`src/rtl/ckbuf_div_pkg.sv`:
```
// Shared types and constants for the ckbuf divider slice.
// Holds the divider FSM state encoding and the default sizing parameters.
package ckbuf_div_pkg;

   typedef enum logic [1:0] {
      IDLE     = 2'd0,
      RUN      = 2'd1,
      STOPPING = 2'd2
   } div_state_e;

   localparam int DIV_WIDTH_DEFAULT = 4;
   localparam int SYNC_STAGES_MIN   = 2;

endpackage

```
`src/rtl/ckbuf_div_sync.sv`:
```
// Flop-chain synchroniser bringing a fabric-side level into the clk domain.
// Synchronous active-high reset clears every stage so a restart always pays the full latency.
module ckbuf_div_sync
   import ckbuf_div_pkg::*;
#(
   parameter int STAGES = SYNC_STAGES_MIN
) (
   input  logic clk,
   input  logic reset,
   input  logic d,
   output logic q
);

   logic [STAGES-1:0] sync_q;
   logic [STAGES-1:0] sync_d;

   always_comb begin
      sync_d = {sync_q[STAGES-2:0], d};
   end

   always_ff @(posedge clk) begin
      if (reset) begin
         sync_q <= '0;
      end else begin
         sync_q <= sync_d;
      end
   end

   assign q = sync_q[STAGES-1];

endmodule

```
`src/rtl/ckbuf_clk_div.sv`:
```
// Glitch-free even-ratio clock divider feeding the clock-buffer tile's ckbuf_in.
// Starts and stops only on full-period boundaries so no runt pulse reaches the clock network.
module ckbuf_clk_div
   import ckbuf_div_pkg::*;
#(
   parameter int DIV_WIDTH   = DIV_WIDTH_DEFAULT,
   parameter int SYNC_STAGES = SYNC_STAGES_MIN
) (
   input  logic                 clk,
   input  logic                 reset,
   input  logic                 div_en,
   input  logic [DIV_WIDTH-1:0] div_sel,
   output logic                 div_clk_out,
   output logic                 div_active
);

   logic                 en_sync;
   div_state_e           state_q;
   div_state_e           state_d;
   logic                 div_clk_q;
   logic                 div_clk_d;
   logic                 active_q;
   logic                 active_d;
   logic [DIV_WIDTH-1:0] cnt_q;
   logic [DIV_WIDTH-1:0] cnt_d;
   logic [DIV_WIDTH-1:0] h_lat_q;
   logic [DIV_WIDTH-1:0] h_lat_d;
   logic                 phase_end;

   ckbuf_div_sync #(
      .STAGES (SYNC_STAGES)
   ) u_sync (
      .clk   (clk),
      .reset (reset),
      .d     (div_en),
      .q     (en_sync)
   );

   always_ff @(posedge clk) begin
      if (reset) begin
         state_q   <= IDLE;
         div_clk_q <= 1'b0;
         active_q  <= 1'b0;
         cnt_q     <= '0;
         h_lat_q   <= '0;
      end else begin
         state_q   <= state_d;
         div_clk_q <= div_clk_d;
         active_q  <= active_d;
         cnt_q     <= cnt_d;
         h_lat_q   <= h_lat_d;
      end
   end

   // Half-period length is frozen in h_lat for a whole period; div_sel is only
   // looked at when a new high phase begins.
   always_comb begin
      state_d   = state_q;
      div_clk_d = div_clk_q;
      cnt_d     = cnt_q;
      h_lat_d   = h_lat_q;
      phase_end = (cnt_q == h_lat_q);

      unique case (state_q)
         IDLE: begin
            div_clk_d = 1'b0;
            cnt_d     = '0;
            if (en_sync) begin
               state_d   = RUN;
               div_clk_d = 1'b1;
               h_lat_d   = div_sel;
            end
         end
         RUN, STOPPING: begin
            state_d = en_sync ? RUN : STOPPING;
            if (phase_end) begin
               cnt_d = '0;
               if (div_clk_q) begin
                  div_clk_d = 1'b0;
               end else if ((state_q == STOPPING) && !en_sync) begin
                  // Stop only at the end of a complete low phase.
                  state_d = IDLE;
               end else begin
                  div_clk_d = 1'b1;
                  h_lat_d   = div_sel;
               end
            end else begin
               cnt_d = cnt_q + 1'b1;
            end
         end
         default: begin
            state_d   = IDLE;
            div_clk_d = 1'b0;
            cnt_d     = '0;
         end
      endcase

      active_d = (state_d != IDLE);
   end

   assign div_clk_out = div_clk_q;
   assign div_active  = active_q;

endmodule

```
`config.mk`:
```
export PLATFORM = sky130hd
export DESIGN_NAME = ckbuf_clk_div
export DESIGN_NICKNAME = d
export VERILOG_FILES = /design/src/rtl/ckbuf_div_pkg.sv /design/src/rtl/ckbuf_div_sync.sv /design/src/rtl/ckbuf_clk_div.sv
export SDC_FILE = /design/constraint.sdc
export NUM_CORES = 1
export LEC_CHECK = 0
export CELL_PAD_IN_SITES_DETAIL_PLACEMENT = 2
export CELL_PAD_IN_SITES_GLOBAL_PLACEMENT = 2
export CORE_MARGIN = 5
export CORE_UTILIZATION = 37
export CTS_BUF_LIST = sky130_fd_sc_hd__clkbuf_8 sky130_fd_sc_hd__clkbuf_16
export CTS_CLUSTER_DIAMETER = 100
export CTS_CLUSTER_SIZE = 10
export DETAILED_ROUTE_END_ITERATION = 10
export DONT_BUFFER_PORTS = 1
export PLACE_DENSITY_LB_ADDON = 0.15
export SYNTH_ARGS = -nofsm -noshare
export SYNTH_HDL_FRONTEND = slang
export SYNTH_SLANG_ARGS = --single-unit
```
`constraint.sdc`:
```
create_clock -name clk -period 1.7 [get_ports clk]
set_input_delay 0.17 -clock clk [delete_from_list [all_inputs] [get_ports clk]]
set_output_delay 0.17 -clock clk [all_outputs]
set_load 0.01 [all_outputs]
```
# Word-level counts from Yosys, hierarchy flattened
# Cells that the tools add are included.
# Widths: inputs -> output; s select.
# totals
regBits,14
latchBits,0
mem_bits_rw,0
romBits,0
in_bits,7
out_inout_bits,2
wordCells,39
mem_count,0
# classes
add_sub_neg,1
n_mul,0
n_div,0
n_lt_le_gt_ge,0
eq_ne,7
shifts,0
mux,16
n_bitwise,1
n_reduce_logical,8
# ops
op,count
$mux 4,4
$mux 2,5
$pmux 4 s2,1
$ne 2x2->1 const B,3
$reduce_and 5->1,1
$add 4x1->4 const B,1
$eq 4x4->1,1
$mux 1,4
$pmux 2 s2,1
$reduce_bool 2->1,2
$reduce_or 3->1,1
$eq 2x1->1 const B,1
$eq 2x2->1 const B,1
$logic_not 2->1,1
$ne 2x1->1 const B,1
$pmux 1 s2,1
$reduce_or 2->1,1
$logic_and 1x1->1,1
$logic_not 1->1,1
$not 1->1,1

# Logic depth before layout (Yosys ltp)
# depth
ltp_word,7
depth_mapped,6
mapped_depth_nobuf,6

# Hierarchy
# A second synthesis with hierarchy kept.
# hier_totals
cells_unflattened,69
area_unflattened_um2,668.1
# modules_own_cells
module,instances,cells_per_inst,area_each_um2,seq_area_each_um2
ckbuf_clk_div,1,65,615.6,240.2
ckbuf_div_sync,1,4,52.6,40.0

# Worst setup path before layout
# OpenSTA, ideal clock, no wires.
# synth_path
path_kind,reg2reg
start,register state_q[1]
end,register h_lat_q[0]
setup_ns,0.118
t_arrival_ns,1.332
required_ns,1.582
slack_ns,0.249
stages_incl_launch_ff,6
n_path_buf,0
period_less_slack_ns,1.451
path_cell_list,dfxtp_1 inv_1 ha_1 o22ai_1 o32a_4 mux2i_1
# synth_between
elab_chain_cells,4
word_cells_on_any_way,12
cone_classes,eq/ne (6); mux (1); reduce/logical (5)
# synth_lines
element,line_no,text
"start, declared",ckbuf_clk_div.sv:18,div_state_e state_q;
"start signal, assigned",ckbuf_clk_div.sv:47,state_q <= state_d;
$eq 2x2->1 / $eq 2x1->1 (equally long branches),"ckbuf_clk_div.sv:64, ckbuf_clk_div.sv:80",
$reduce_or 2->1 / $logic_and 1x1->1 (equally long branches),"ckbuf_clk_div.sv:64, ckbuf_clk_div.sv:80",
$ne 2x2->1 (no line) / $reduce_bool 2->1 (equally long branches),-,
$reduce_and 5->1 (no line),-,
"end signal, assigned",ckbuf_clk_div.sv:51,h_lat_q <= h_lat_d;
"end, declared",ckbuf_clk_div.sv:26,logic [DIV_WIDTH-1:0] h_lat_q;
# Parallel ways exist; a longest one is shown, timed or not.
# A chain may end at the register's enable or synchronous reset.

# Worst setup path after layout
# layout_path
start,register state_q[1]
end,register active_q (netlist: div_active)
# layout_between
elab_chain_cells,7
word_cells_on_any_way,11
cone_classes,eq/ne (2); mux (5); reduce/logical (4)
# layout_lines
element,line_no,text
$eq 2x2->1,"ckbuf_clk_div.sv:64, ckbuf_clk_div.sv:80",
$logic_and 1x1->1,ckbuf_clk_div.sv:80,end else if ((state_q == STOPPING) && !en_sync) begin
$mux 2,ckbuf_clk_div.sv:80,
$mux 2,ckbuf_clk_div.sv:78,if (div_clk_q) begin
$mux 2,ckbuf_clk_div.sv:76,if (phase_end) begin
$pmux 2 s2 *,ckbuf_clk_div.sv:64,unique case (state_q)
$reduce_bool 2->1 *,ckbuf_clk_div.sv:98,active_d = (state_d != IDLE);
"end signal, assigned",ckbuf_clk_div.sv:49,active_q <= active_d;
"end, declared",ckbuf_clk_div.sv:22,logic active_q;
# Every way passes the cells marked *; elsewhere a longest branch is shown, timed or not.

==> impl_summary.txt <==
----------------------------------------------------
[Global route]
  Wire length of the first global-routing pass ... 2.53 mm
  Global-route usage over all layers ... 13.0%
  Via count of the first global-routing pass ... 529
  Antenna violations before repair ... 0
  Overflow left after global routing ... 0
  Pin count of the biggest net entering global routing ... 14

[CTS]
  Maximum buffer depth of the clock tree ... 2
  CTS H-tree depth ... 1
  Root Buffer ... clkbuf_8
  Total clock buffers created by CTS ... 3
  CTS Sinks ... 14
  CTS tree ... done
  Clock insertion delay at the later pin of the skew report ... 250 ps
  Clock-pin slew on the worst setup and hold paths ... 60 ps

[Detailed routing]
  Wire length reported by the detailed router ... 1.42 mm
  1st-pass router iterations ... 1
  Number of vias after detailed routing ... 470
  Final routed wire length divided by cell count ... 14.5 µm
  Total length of routed met3 wires ... 47 µm
  Drt drc ... 0
  Vias per Instance ... 4.80
  Antenna-violating nets left ... 0
  Highest metal layer with signal wires ... met4
  M1 WL ... 765 µm
  Routed wire length on met2 ... 577 µm
  Detailed Route Iter0 Violations ... 0

[Synth]
  Count of yosys warnings during synthesis ... 0
  Net count after synthesis ... 80
  Synth cell types ... 25
  Main synth FF type ... dfxtp_1
  Dominant cells by area after synthesis ... dfxtp_1 41%, ha_1 7.3%, mux2i_1 7.3%
  Post-synth ARST share ... 0%
  #FFs+latches synth ... 14
  Count of mapped cells out of synthesis ... 69
  EDFF count, synth ... 0
  Average cell area after synthesis ... 9.90 µm²
  Top cell type by total area after synthesis ... dfxtp_1
  Area share of the leading cell type in the synthesized netlist ... 41.0%
  Seq/Total Area, Yosys ... 41.0%
  Summed instance area of the synthesized netlist ... 683 µm²

[Cells and area]
  Core occupancy in the finished layout ... 44.6%
  Highest-count cells in the layout ignoring fill and taps ... 14 x dfxtp_1, 7 x nand2b_1, 6 x nor2_1
  Share of layout cells above drive strength 1 ... 11.0%
  Antenna Cells ... 0
  Synthesis-to-layout area growth ... 13.9%
  Final Net Count ... 85
  Leading cell type in the layout, fill and taps excluded ... dfxtp_1
  Fin cells ... 98
  Total non-filler cell area in the finished layout ... 778 µm²

[Timing]
  Unrepaired setup endpoints after global routing ... no
  Final critical delay including setup and external delays ... 1580 ps
  Setup Viol. Count Final ... 0
  Total count of max-transition violations in the final report ... 0
  Least-Margin Pin Slew ... 259 ps
  Worst hold slack after final layout ... 52.3 ps
  Worst slew slack as a fraction of its limit ... 82.7%
  Setup WS post-layout ... 119 ps
  Part of the cycle the worst path needs ... 93.0%
  Setup skew after layout ... 2.13 ps
  Total Neg Setup Slack ... 0 ps
  Final hold vios ... 0
  Max frequency ... 0.633 GHz

[Worst setup path]
  Launching element of the worst setup path ... state_q[1]
  Kind of critical path ... register to register
  Type of origin of the critical path ... register
  FF-to-FF Start ... state_q[1]
  Endpoint kind of the worst setup timing path ... register
  Arrival time worst endpoint ... 1760 ps
  Largest fanout on the critical path ... 7
  Crit path required time ... 1880 ps

[Status]
  Result of the run ... complete, no violations

[Die]
  Floorplan die height ... 53.0 µm
  Cell Rows ... 15
  Die Footprint ... 0.00281 mm²
  Number of top-level pins ... 9
  Die W ... 53.0 µm
  Initial Utilization ... 39.1%
  Area of the core ... 0.00175 mm²

[Min path]
  Path category of the worst min-delay check ... primary input to register
  Hold Path Origin ... div_en

[Power]
  Pleak ... 0.302 nW
  Max VDD drop ... 0.575 mV
  Ratio of total power to cell area ... 1300 mW/mm²
  Pwr Total ... 1.01 mW

[Placed design]
  Gpl congestion ... 0.745
  Total of buffers placed on input and output ports ... 0
  Sum of net half-perimeters after detailed placement ... 986 µm
  DP Area ... 711 µm²
  Placed insts ... 93
  Minimum setup slack after placement ... 84.9 ps

[Run]
  Max-cap violation count ... 0

----------------------------------------------------
==> cell families (layout without fill, tap and decap cells) <==
family                     after synthesis  after routing  synth area share, %
and+or+nand+nor                         29             29                 24.2
DFF                                     14             14                 41.0
AOI/OAI and AO/OA                        7              7                 9.16
xor gates and xnor gates                 6              6                 8.79
muxes                                    5              5                 7.33
adders and majority gates                4              4                 7.33
buffers and inverters                    4              8                 2.20
==> worst paths after layout <==
path,slack [ps],end,cells past startpoint
min reg2reg,450,u_sync.sync_q[1],1
max reg2reg,120,div_active,5
min,50,u_sync.sync_q[0],1
max,120,div_active,5
==> flip-flops by register name (all words and copies together) (netlist names) <==
signal / cells
h_lat_q: 4
cnt_q: 4
div_clk_out: 1
state_q: 2
u_sync.sync_q: 2
div_active: 1
==> worst max-delay path, cell delays in order (launching register included) <==
cell,delay [ps]
dfxtp_1,420
inv_1,70
ha_2,400
a21oi_1,50
or4_1,420
o21bai_1,150
==> per-layer routing <==
layer	track usage, %	vias up
li1	-	240
met1	16.5	217
met2	19.6	10
met3	3.10	3
met4	7.66	0
met5	0	-
==> area by class of cell <==
| cell class | instances | area [µm²] |
|---|---|---|
| timing repair buffer | 1 | 10.0 |
| multi-input combinational | 51 | 390 |
| sequential | 14 | 280 |
| inverter | 3 | 11.3 |
| clock buffer | 4 | 55.1 |
| fill | 188 | 967 |
| tap | 25 | 31.3 |
==> power breakdown <==
part,switching [mW],total (mW),internal (mW)
sequential,0.0449,0.417,0.372
combinational,0.131,0.260,0.129
clock,0.129,0.334,0.205
total,0.305,1.01,0.707
==> Yosys cell counts, drive strengths merged (2+ instances only) <==
cell and number:
nor2b 2, nand2 5, dfxtp 14, nand2b 7
ha 4, mux2i 5, nor2 6, inv 3
or2b 3, xnor2 5, nand3b 2
==> repair_timing <==
| action | in CTS | in global routing |
|---|---|---|
| resized for setup | 0 | 1 |
| buffers inserted | 0 | 0 |
| endpoints found under the setup margin | 0 | 1 |
| hold endpoints to repair | 3 | 0 |
| hold buffers | 1 | 0 |
(Power assumes the default switching activity.)
